**src/rtl/apb_pkg.sv**
```systemverilog
// -----------------------------------------------------------------------------
// apb_pkg
//   Shared definitions for the APB requester and any APB slave placed behind it.
//   - APB_ADDR_W / APB_DATA_W : default bus widths. Slaves should import these
//     so both sides of the bus agree.
//   - APB_TIMEOUT_CYCLES      : default ACCESS-phase wait limit.
//   - apb_mst_state_t         : requester FSM states.
//   - apb_cmd_t               : one command (direction, address, write data) at
//                               the default widths.
//   - apb_cnt_width()         : width of a counter that must reach a given
//                               cycle count, never narrower than 1 bit.
// -----------------------------------------------------------------------------
package apb_pkg;

  localparam int APB_ADDR_W         = 10;
  localparam int APB_DATA_W         = 32;
  localparam int APB_TIMEOUT_CYCLES = 16;

  typedef enum logic [1:0] {
    IDLE   = 2'd0,
    SETUP  = 2'd1,
    ACCESS = 2'd2,
    RESP   = 2'd3
  } apb_mst_state_t;

  typedef struct packed {
    logic                  write;
    logic [APB_ADDR_W-1:0] addr;
    logic [APB_DATA_W-1:0] wdata;
  } apb_cmd_t;

  // clog2(cycles+1) so the counter can represent 0..cycles; a zero-cycle
  // (disabled) timeout still gets a 1-bit counter to keep declarations legal.
  function automatic int apb_cnt_width(input int cycles);
    int w;
    w = $clog2(cycles + 1);
    return (w < 1) ? 1 : w;
  endfunction

endpackage : apb_pkg

```
**src/rtl/apb_master_bridge.sv**
```systemverilog
// -----------------------------------------------------------------------------
// apb_master_bridge
//   Converts a valid/ready command stream into APB3 SETUP/ACCESS transfers and
//   returns the outcome on a valid/ready response channel. One transfer is in
//   flight at a time. An ACCESS phase that sees no pready for TIMEOUT_CYCLES
//   cycles is abandoned and reported with rsp_err_o=1 (TIMEOUT_CYCLES=0 waits
//   forever).
//
// Ports
//   clk, reset        : clock (rising edge) / asynchronous active-low reset
//   cmd_valid_i/ready : command handshake; cmd_ready_o is high only in IDLE
//   cmd_write_i       : 1 = write, 0 = read
//   cmd_addr_i        : target address
//   cmd_wdata_i       : write data (ignored for reads)
//   rsp_valid_o/ready : response handshake
//   rsp_rdata_o       : read data; 0 for writes and timed-out transfers
//   rsp_err_o         : 1 = transfer timed out
//   psel_o, penable_o : APB phase qualifiers
//   paddr_o, pwrite_o, pwdata_o : APB address/direction/write data (held after
//                       a transfer; only psel_o/penable_o qualify them)
//   prdata_i, pready_i: APB read data / ready from the slave
//
// Timing: accept -> SETUP (1 cycle) -> ACCESS (>=1 cycle) -> RESP, so a
// zero-wait slave yields rsp_valid_o three cycles after the accept cycle and a
// steady stream runs at one transfer per four cycles.
// -----------------------------------------------------------------------------
module apb_master_bridge
  import apb_pkg::*;
#(
  parameter int ADDR_W         = apb_pkg::APB_ADDR_W,
  parameter int DATA_W         = apb_pkg::APB_DATA_W,
  parameter int TIMEOUT_CYCLES = apb_pkg::APB_TIMEOUT_CYCLES
) (
  input  logic              clk,
  input  logic              reset,

  input  logic              cmd_valid_i,
  output logic              cmd_ready_o,
  input  logic              cmd_write_i,
  input  logic [ADDR_W-1:0] cmd_addr_i,
  input  logic [DATA_W-1:0] cmd_wdata_i,

  output logic              rsp_valid_o,
  input  logic              rsp_ready_i,
  output logic [DATA_W-1:0] rsp_rdata_o,
  output logic              rsp_err_o,

  output logic              psel_o,
  output logic              penable_o,
  output logic [ADDR_W-1:0] paddr_o,
  output logic              pwrite_o,
  output logic [DATA_W-1:0] pwdata_o,
  input  logic [DATA_W-1:0] prdata_i,
  input  logic              pready_i
);

  localparam int              CNT_W      = apb_cnt_width(TIMEOUT_CYCLES);
  localparam bit              TIMEOUT_EN = (TIMEOUT_CYCLES != 0);
  // Counter value seen during the last permitted ACCESS cycle.
  localparam logic [CNT_W-1:0] CNT_LAST  =
    CNT_W'((TIMEOUT_CYCLES == 0) ? 0 : TIMEOUT_CYCLES - 1);

  // ---------------------------------------------------------------------------
  // State
  // ---------------------------------------------------------------------------
  apb_mst_state_t    state_reg, state_next;
  logic [CNT_W-1:0]  cnt_reg,   cnt_next;
  logic [ADDR_W-1:0] paddr_reg, paddr_next;
  logic              pwrite_reg, pwrite_next;
  logic [DATA_W-1:0] pwdata_reg, pwdata_next;
  logic [DATA_W-1:0] rdata_reg, rdata_next;
  logic              err_reg,   err_next;

  always_ff @(posedge clk or negedge reset) begin
    if (!reset) begin
      state_reg  <= IDLE;
      cnt_reg    <= '0;
      paddr_reg  <= '0;
      pwrite_reg <= 1'b0;
      pwdata_reg <= '0;
      rdata_reg  <= '0;
      err_reg    <= 1'b0;
    end else begin
      state_reg  <= state_next;
      cnt_reg    <= cnt_next;
      paddr_reg  <= paddr_next;
      pwrite_reg <= pwrite_next;
      pwdata_reg <= pwdata_next;
      rdata_reg  <= rdata_next;
      err_reg    <= err_next;
    end
  end

  // ---------------------------------------------------------------------------
  // Next state and outputs
  // ---------------------------------------------------------------------------
  always_comb begin
    state_next  = state_reg;
    cnt_next    = cnt_reg;
    paddr_next  = paddr_reg;
    pwrite_next = pwrite_reg;
    pwdata_next = pwdata_reg;
    rdata_next  = rdata_reg;
    err_next    = err_reg;

    case (state_reg)
      IDLE: begin
        if (cmd_valid_i) begin
          paddr_next  = cmd_addr_i;
          pwrite_next = cmd_write_i;
          // Reads drive a clean zero rather than whatever sits on the wdata bus.
          pwdata_next = cmd_write_i ? cmd_wdata_i : '0;
          cnt_next    = '0;
          state_next  = SETUP;
        end
      end

      SETUP: begin
        state_next = ACCESS;
      end

      ACCESS: begin
        // pready is tested first so a slave answering in the last allowed
        // cycle still completes successfully.
        if (pready_i) begin
          rdata_next = pwrite_reg ? '0 : prdata_i;
          err_next   = 1'b0;
          state_next = RESP;
        end else if (TIMEOUT_EN && (cnt_reg == CNT_LAST)) begin
          rdata_next = '0;
          err_next   = 1'b1;
          state_next = RESP;
        end else if (TIMEOUT_EN) begin
          cnt_next = cnt_reg + 1'b1;
        end
      end

      RESP: begin
        if (rsp_ready_i) begin
          state_next = IDLE;
        end
      end

      default: begin
        state_next = IDLE;
      end
    endcase
  end

  // Handshake and phase outputs decode straight from the state register, so
  // an asynchronous reset drops them without waiting for a clock edge.
  always_comb begin
    cmd_ready_o = 1'b0;
    rsp_valid_o = 1'b0;
    psel_o      = 1'b0;
    penable_o   = 1'b0;
    case (state_reg)
      IDLE:    cmd_ready_o = 1'b1;
      SETUP:   psel_o      = 1'b1;
      ACCESS: begin
        psel_o    = 1'b1;
        penable_o = 1'b1;
      end
      RESP:    rsp_valid_o = 1'b1;
      default: cmd_ready_o = 1'b0;
    endcase
  end

  assign paddr_o     = paddr_reg;
  assign pwrite_o    = pwrite_reg;
  assign pwdata_o    = pwdata_reg;
  assign rsp_rdata_o = rdata_reg;
  assign rsp_err_o   = err_reg;

endmodule : apb_master_bridge
```
**config.mk**
```make
export PLATFORM = sky130hd
export DESIGN_NAME = apb_master_bridge
export DESIGN_NICKNAME = d
export VERILOG_FILES = /design/src/rtl/apb_pkg.sv /design/src/rtl/apb_master_bridge.sv
export SDC_FILE = /design/constraint.sdc
export NUM_CORES = 1
export LEC_CHECK = 0
export CORE_MARGIN = 2
export CORE_UTILIZATION = 40
export CTS_BUF_LIST = sky130_fd_sc_hd__clkbuf_4 sky130_fd_sc_hd__clkbuf_8 sky130_fd_sc_hd__clkbuf_16
export DETAILED_ROUTE_END_ITERATION = 6
export GPL_ROUTABILITY_DRIVEN = 0
export PLACE_DENSITY_LB_ADDON = 0.1
export SLEW_MARGIN = 20
export SYNTH_ARGS = -nofsm -noshare
export SYNTH_HDL_FRONTEND = slang
export SYNTH_SLANG_ARGS = --single-unit
```
**constraint.sdc**
```tcl
create_clock -name clk -period 2.9 [get_ports clk]
set_clock_uncertainty 0.15 [all_clocks]
set_input_delay 0.29 -clock clk [delete_from_list [all_inputs] [get_ports clk]]
set_output_delay 0.29 -clock clk [all_outputs]
set_load 0.05 [all_outputs]
```
==> results of run 1 <==
kinds of logic after synthesis:
family / after synthesis / share of synthesized area
fa+ha+maj: 6 / 0.0230
compound gates: 81 / 0.167
simple gates: 78 / 0.0980
flops: 83 / 0.635
mux: 13 / 0.0455
buf+inv: 24 / 0.0310
per-stage QoR:
step	cell area, um^2	util	hold slack (ns)	worst slack [ns]
6_report	5190	0.665	0.332	0.147
5_1_grt	5190	0.665	0.321	0.0284
4_1_cts	5180	0.663	0.00946	0.124
3_5_place_dp	4970	0.637	0.320	0.522
3_3_place_gp	4970	0.637	0.310	0.610
2_1_floorplan	3270	-	-0.156	0.800
layer usage:
metal / up-vias / GRT usage
li1: 1305 / -
met1: 1304 / 0.258
met2: 92 / 0.301
met3: 16 / 0.0519
met4: 0 / 0.0857
met5: - / 0
synth_stat cells:
cell      number
mux2_4         1
a22o_1        32
o32a_1         1
buf_1          3
ha_1           6
o21ai_1        6
buf_2          9
o21a_1         1
o311ai_1       1
o211ai_1       1
nand2_1       67
nand3_1        2
mux2i_1        1
dfrtp_1       83
a21oi_1        2
mux2_2        11
nand3b_1       2
o21ai_0       35
nor2_1         1
o22ai_1        1
or3b_1         1
clkbuf_1       7
and3_1         1
nand2b_1       4
inv_1          5
o221a_2        1
cell type report:
class	instances	share of cell area
clock buffers	11	0.0280
repair buffers	166	0.320
inverters	5	0.00362
flip-flops and latches	83	0.400
well taps	102	0.0246
multi-input cells	178	0.212
clock inverters	5	0.0121
power groups by stage:
stage | registers, uW | logic, uW | clock network [uW]
2_1_floorplan | 3430 | 896 | 0
3_3_place_gp | 1880 | 3710 | 0
3_5_place_dp | 1910 | 3760 | 0
4_1_cts | 1880 | 3770 | 879
5_1_grt | 1940 | 3920 | 925
6_report | 1880 | 3740 | 853
worst min-delay path, cell delays in order, from the launching register on:
cell and delay [ns]:
dfrtp_1 0.35, nand2_1 0.04, o21ai_0 0.06
final timing paths:
check | start | endpoint | depth (start not counted)
setup / recovery | state_reg[0]$_DFFE_PN0P_ | penable_o | 3
hold / removal | pwdata_o[25]$_DFFE_PN0P_ | pwdata_o[25]$_DFFE_PN0P_ | 2
setup reg to reg | state_reg[0]$_DFFE_PN0P_ | cnt_reg[3]$_DFFE_PN0P_ | 5
hold reg to reg | pwdata_o[25]$_DFFE_PN0P_ | pwdata_o[25]$_DFFE_PN0P_ | 2
max in group asynchronous | reset | paddr_o[5]$_DFFE_PN0P_ | 2
min in group asynchronous | reset | rsp_rdata_o[26]$_DFFE_PN0P_ | 2
timing repair:
action	in CTS	in global routing
hold buffers	0	1
gates resized for setup	0	0
hold endpoints to repair	0	83
==> out/qor.yml, run 1 <==
floorplanning:
  dieArea_um2: 8910
  core.rowCount: 32
  die_w_um: 94.4
  ios: 160
  die_y_um: 94.4
  coreArea_um2: 7810
  initial_core_util: 0.419
final_layout:
  final_layout_size_suffix_gt1_frac: 0.0871
  synthToLayoutAreaGrowth_pct: 58.8
  layout_common_cells: "clkdlybuf4s50_1 (158), dfrtp_1 (83), nand2_1 (66)"
  nFillCells: 655
  multi_input_area_um2: 1100
  diodes: 0
  final_nets: 529
  fin_cells: 550
  final_common_cell: "clkdlybuf4s50_1"
  register_area_um2: 2080
setup_path:
  reg2reg_slack_ns: 0.66
  worst-path-buf-inv: 2
  critPathMaxStageDelay_ns: 0.92
  cp.arrival_ns: 2.31
  critPathKind: "register to primary output"
  crit_required_ns: 2.46
  crit_family: "buffers and inverters"
  cp-end-kind: "primary output"
  crit_chain: "inv_1 > ha_1 > clkdlybuf4s50_1"
  start_kind: "register"
  cp_max_fo: 16
  crit_slowest_cell: "clkdlybuf4s50_1"
sta:
  worst_pin_slew_ns: 0.750
  fin_crit_ns: 2.75
  fmax_mhz: 363
  rsz0062_at_grt: "no"
  tns_ns: 0
  maxSlewHeadroom: 0.500
  hold_viol_final: 0
  setup_viol: 0
  fin_crit_sh: 0.949
  drv_slew: 0
drt:
  drtPass1Iterations: 4
  drc: 0
  routed-wl-met3_um: 629
  drtAntennaViolNets: 0
  wl_per_cell_um: 15.6
  vias_per_cell: 4.94
  top_layer: "met4"
  routed-wl-met2_um: 4120
  via_count: 2717
  wl_um: 8580
  met1_length_um: 3650
  drtIter0Drc: 104
cts:
  clk_latency_ns: 0.34
  cts_made_buffers: 9
  clk_pin_slew_worst_paths_ns: 0.08
  clockBufferDepth: 2
  cts_tree: "yes"
  cts-htree-levels: 3
  cts.sinks: 83
  cts_root_buf: "clkbuf_8"
  cts_setup_buffers: 0
power:
  clock_power_share: 0.132
  internal_power_uw: 3370
  combPwrFrac: 0.578
  totalPowerFinal_uw: 6470
  p_seq_frac: 0.290
  p_leak_uw: 0.00226
  ir_drop_uv: 766
  p_switching_uw: 3100
  power_density_nw_per_um2: 1250
  switching_share: 0.479
synthesis:
  syn_area_um2: 3270
  ys_ff_latch: 83
  yosysWarnings: 0
  syn_inst: 285
  yosys.area.top_type: "dfrtp_1"
  synth_nets: 371
  post_synth_num_cell_types: 26
  syn_area_per_cell_um2: 11.5
  synth.top_cells.by_area: "dfrtp_1 (64%), a22o_1 (8.6%), nand2_1 (7.7%), o21ai_0 (5.4%), mux2_2 (3.8%)"
  synth_top_area_frac: 0.635
  ys_seq_area_frac: 0.635
grt:
  grt_max_degree: 84
  grt_antenna_before_repair: 0
  grt_pass1_vias: 2633
  grt_pass1_wl_um: 13300
  grt-ovfl-total: 0
  gr-usage-all-layers: 0.194
placement:
  io_buffers: 159
  hpwl_um: 6030
  dp_cells: 533
run_status:
  status: "finished clean"
hold_path:
  worstHoldPathType: "register to register"
job:
  max_cap_viol_count: 0
Power figures use the tool's default switching activity.
==> run 2, diff against run 1 <==
- CORE_MARGIN: 2 -> not set
- SLEW_MARGIN: 20 -> 10
==> run 2 against run 1 <==
  * The run now ends with hold timing left
  * Sequential power about the same
  * Routed wire length decreased by 4.2%
  * Maximum frequency increased by 1.2%
  * Combinational power about the same
  * Utilization decreased by 0.080 points
  * Global-route usage increased by 0.15 points
  * Sequential cell count unchanged
  * Register-to-register slack improved by 0.09 ns
  * Cell count decreased by 0.18%
  * Non-clock buffer count decreased by 1
==> out/qor.yml, run 2 (synthesized netlist as in run 1, its figures left out) <==
cts:
  clk_latency_ns: 0.34  # about the same
  cts_tree: "yes"
  cts_root_buf: "clkbuf_8"
  postCtsHoldBufs: 0  # unchanged
  clockBufferDepth: 2  # unchanged
  cts_resized: 0  # unchanged
  cts_made_buffers: 9  # unchanged
  clk_pin_slew_worst_paths_ns: 0.09  # about the same
  cts_setup_buffers: 0  # unchanged
  cts.sinks: 83  # unchanged
  cts-htree-levels: 3  # unchanged
sta:
  fin_ws_ns: 0.179  # +0.0325 ns
  drv_slew: 0  # unchanged
  whs_ns: -0.0545  # -0.386 ns
  worst_pin_slew_ns: 1.03  # +0.283 ns
  setup_viol: 0  # unchanged
  fin_crit_sh: 0.938  # -0.0112
  hold_viol_final: 24  # +24
  tns_ns: 0  # unchanged
  maxSlewHeadroom: 0.311  # -0.189
  fmax_mhz: 368  # +1.2%
  rsz0062_at_grt: "no"
  fin_crit_ns: 2.72  # -0.0325 ns
final_layout:
  synthToLayoutAreaGrowth_pct: 58.6
  final_common_cell: "clkdlybuf4s50_1"
  layout_common_cells: "clkdlybuf4s50_1 (158), dfrtp_1 (83), nand2_1 (66)"
  diodes: 0  # unchanged
  fin_cells: 549  # -0.18%
  final_nets: 528  # -0.19%
  nFillCells: 650  # -0.76%
  final_layout_size_suffix_gt1_frac: 0.0872  # +0.000195
power:
  internal_power_uw: 3430  # +1.6%
  p_leak_uw: 0.00227  # +0.20%
  clock_power_share: 0.144  # +0.012
  p_seq_frac: 0.287  # -0.003
  combPwrFrac: 0.569  # -0.009
  p_switching_uw: 3100  # +0.20%
  switching_share: 0.475  # -0.00340
  power_density_nw_per_um2: 1260  # +1.0%
  ir_drop_uv: 656  # -14%
grt:
  grt-ovfl-total: 0  # unchanged
  grt_pass1_vias: 2629  # -0.15%
  gr-usage-all-layers: 0.196  # +0.00152
  grt_max_degree: 84  # unchanged
  grt_antenna_before_repair: 0  # unchanged
  grt_pass1_wl_um: 13100  # -1.4%
drt:
  wl_um: 8210  # -4.2%
  vias_per_cell: 4.94  # about the same
  drc: 0  # unchanged
  wl_per_cell_um: 15.0  # -4.1%
  drtAntennaViolNets: 0  # unchanged
  drtPass1Iterations: 4  # unchanged
  via_count: 2714  # -0.11%
  drtIter0Drc: 88  # -15%
setup_path:
  reg2reg_slack_ns: 0.75  # +0.09 ns
  rr_worst_depth: 5  # unchanged
  crit_required_ns: 2.46  # about the same
  crit_slowest_cell: "clkdlybuf4s50_1"
  cp_max_fo: 16  # unchanged
  critPathMaxStageDelay_ns: 0.91  # about the same
  reg2reg_from: "state_reg[0]$_DFFE_PN0P_"
  cp-end-kind: "primary output"
  crit_chain: "inv_1 > ha_1 > clkdlybuf4s50_1"
  cp.arrival_ns: 2.28  # -0.03 ns
  r2r_end: "cnt_reg[3]$_DFFE_PN0P_"
  critPathKind: "register to primary output"
  start_kind: "register"
placement:
  io_buffers: 159  # unchanged
  place_ws_ns: 0.552  # +0.0301 ns
  dp_cells: 533  # unchanged
  hpwl_um: 5790  # -3.9%
floorplanning:
  dieArea_um2: 8540  # -4.2%
  coreArea_um2: 7810  # unchanged
  core.rowCount: 32  # unchanged
  ios: 160  # unchanged
  initial_core_util: 0.419  # unchanged
  die_w_um: 92.4  # -2.1%
  die_y_um: 92.4  # -2.1%
run_status:
  violations: "hold timing"
  status: "finished with violations"
job:
  max_cap_viol_count: 0  # unchanged
hold_path:
  worstHoldPathType: "input pin to async pin"
-- run 2: changes by cell type in the layout (fill, tap and decap cells not counted), sizes merged --
| cell | previous run | this run |
|---|---|---|
| bufinv | 1 | 2 |
| clkinv | 2 | 1 |
| clkbuf | 11 | 9 |
| dlygate4sd3 | 1 | 0 |
| clkinvlp | 2 | 0 |
| inv | 5 | 9 |
-- run 2: final cells by class --
class	instances	area, um^2	area share
timing repair buffer	165	1630	0.315
tap	102	128	0.0246
sequential	83	2080	0.401
clock buffer	9	124	0.0239
inverter	5	18.8	0.00362
multi-input combinational	178	1100	0.212
clock inverter	7	104	0.0200
-- run 2: per-layer routing --
layer | wire length, um | vias to the layer above | track usage
met4 | 107 | 0 | 0.0651
met2 | 4070 | 92 | 0.317
met1 | 3520 | 1308 | 0.257
li1 | - | 1306 | -
met5 | 0 | - | 0
met3 | 513 | 8 | 0.0509
-- run 2: worst max-delay path by stage --
stage	start	to	slack (ns)	cells past startpoint
6_report	state_reg[0]$_DFFE_PN0P_	penable_o	0.18	3
4_1_cts	state_reg[0]$_DFFE_PN0P_	penable_o	0.15	3
3_5_place_dp	state_reg[0]$_DFFE_PN0P_	penable_o	0.55	3
2_1_floorplan	state_reg[0]$_DFFE_PN0P_	state_reg[1]$_DFFE_PN0P_	0.80	5
3_3_place_gp	state_reg[0]$_DFFE_PN0P_	penable_o	0.61	3
5_1_grt	state_reg[0]$_DFFE_PN0P_	penable_o	0.05	3
-- run 2: stage by stage --
stage	cell area, um^2	util	total power (uW)
floorplan	3270	-	4330
detailed placement	4960	0.635	5640
global route	5180	0.664	6850
finish	5180	0.664	6530
CTS	5180	0.664	6600
global placement	4960	0.635	5580
-- run 2: critical path: cells and delay by family, from the launching register on --
family	cells	cell delay, ns
adders and majority gates	1	0.50
DFF	1	0.41
buffers and inverters	2	1.03
-- run 2: power by group through the flow --
stage	registers, uW	clock network, uW	logic, uW
detailed placement	1900	0	3740
global placement	1880	0	3700
global route	1940	1010	3900
CTS	1880	972	3750
finish	1880	939	3710
floorplan	3430	0	896
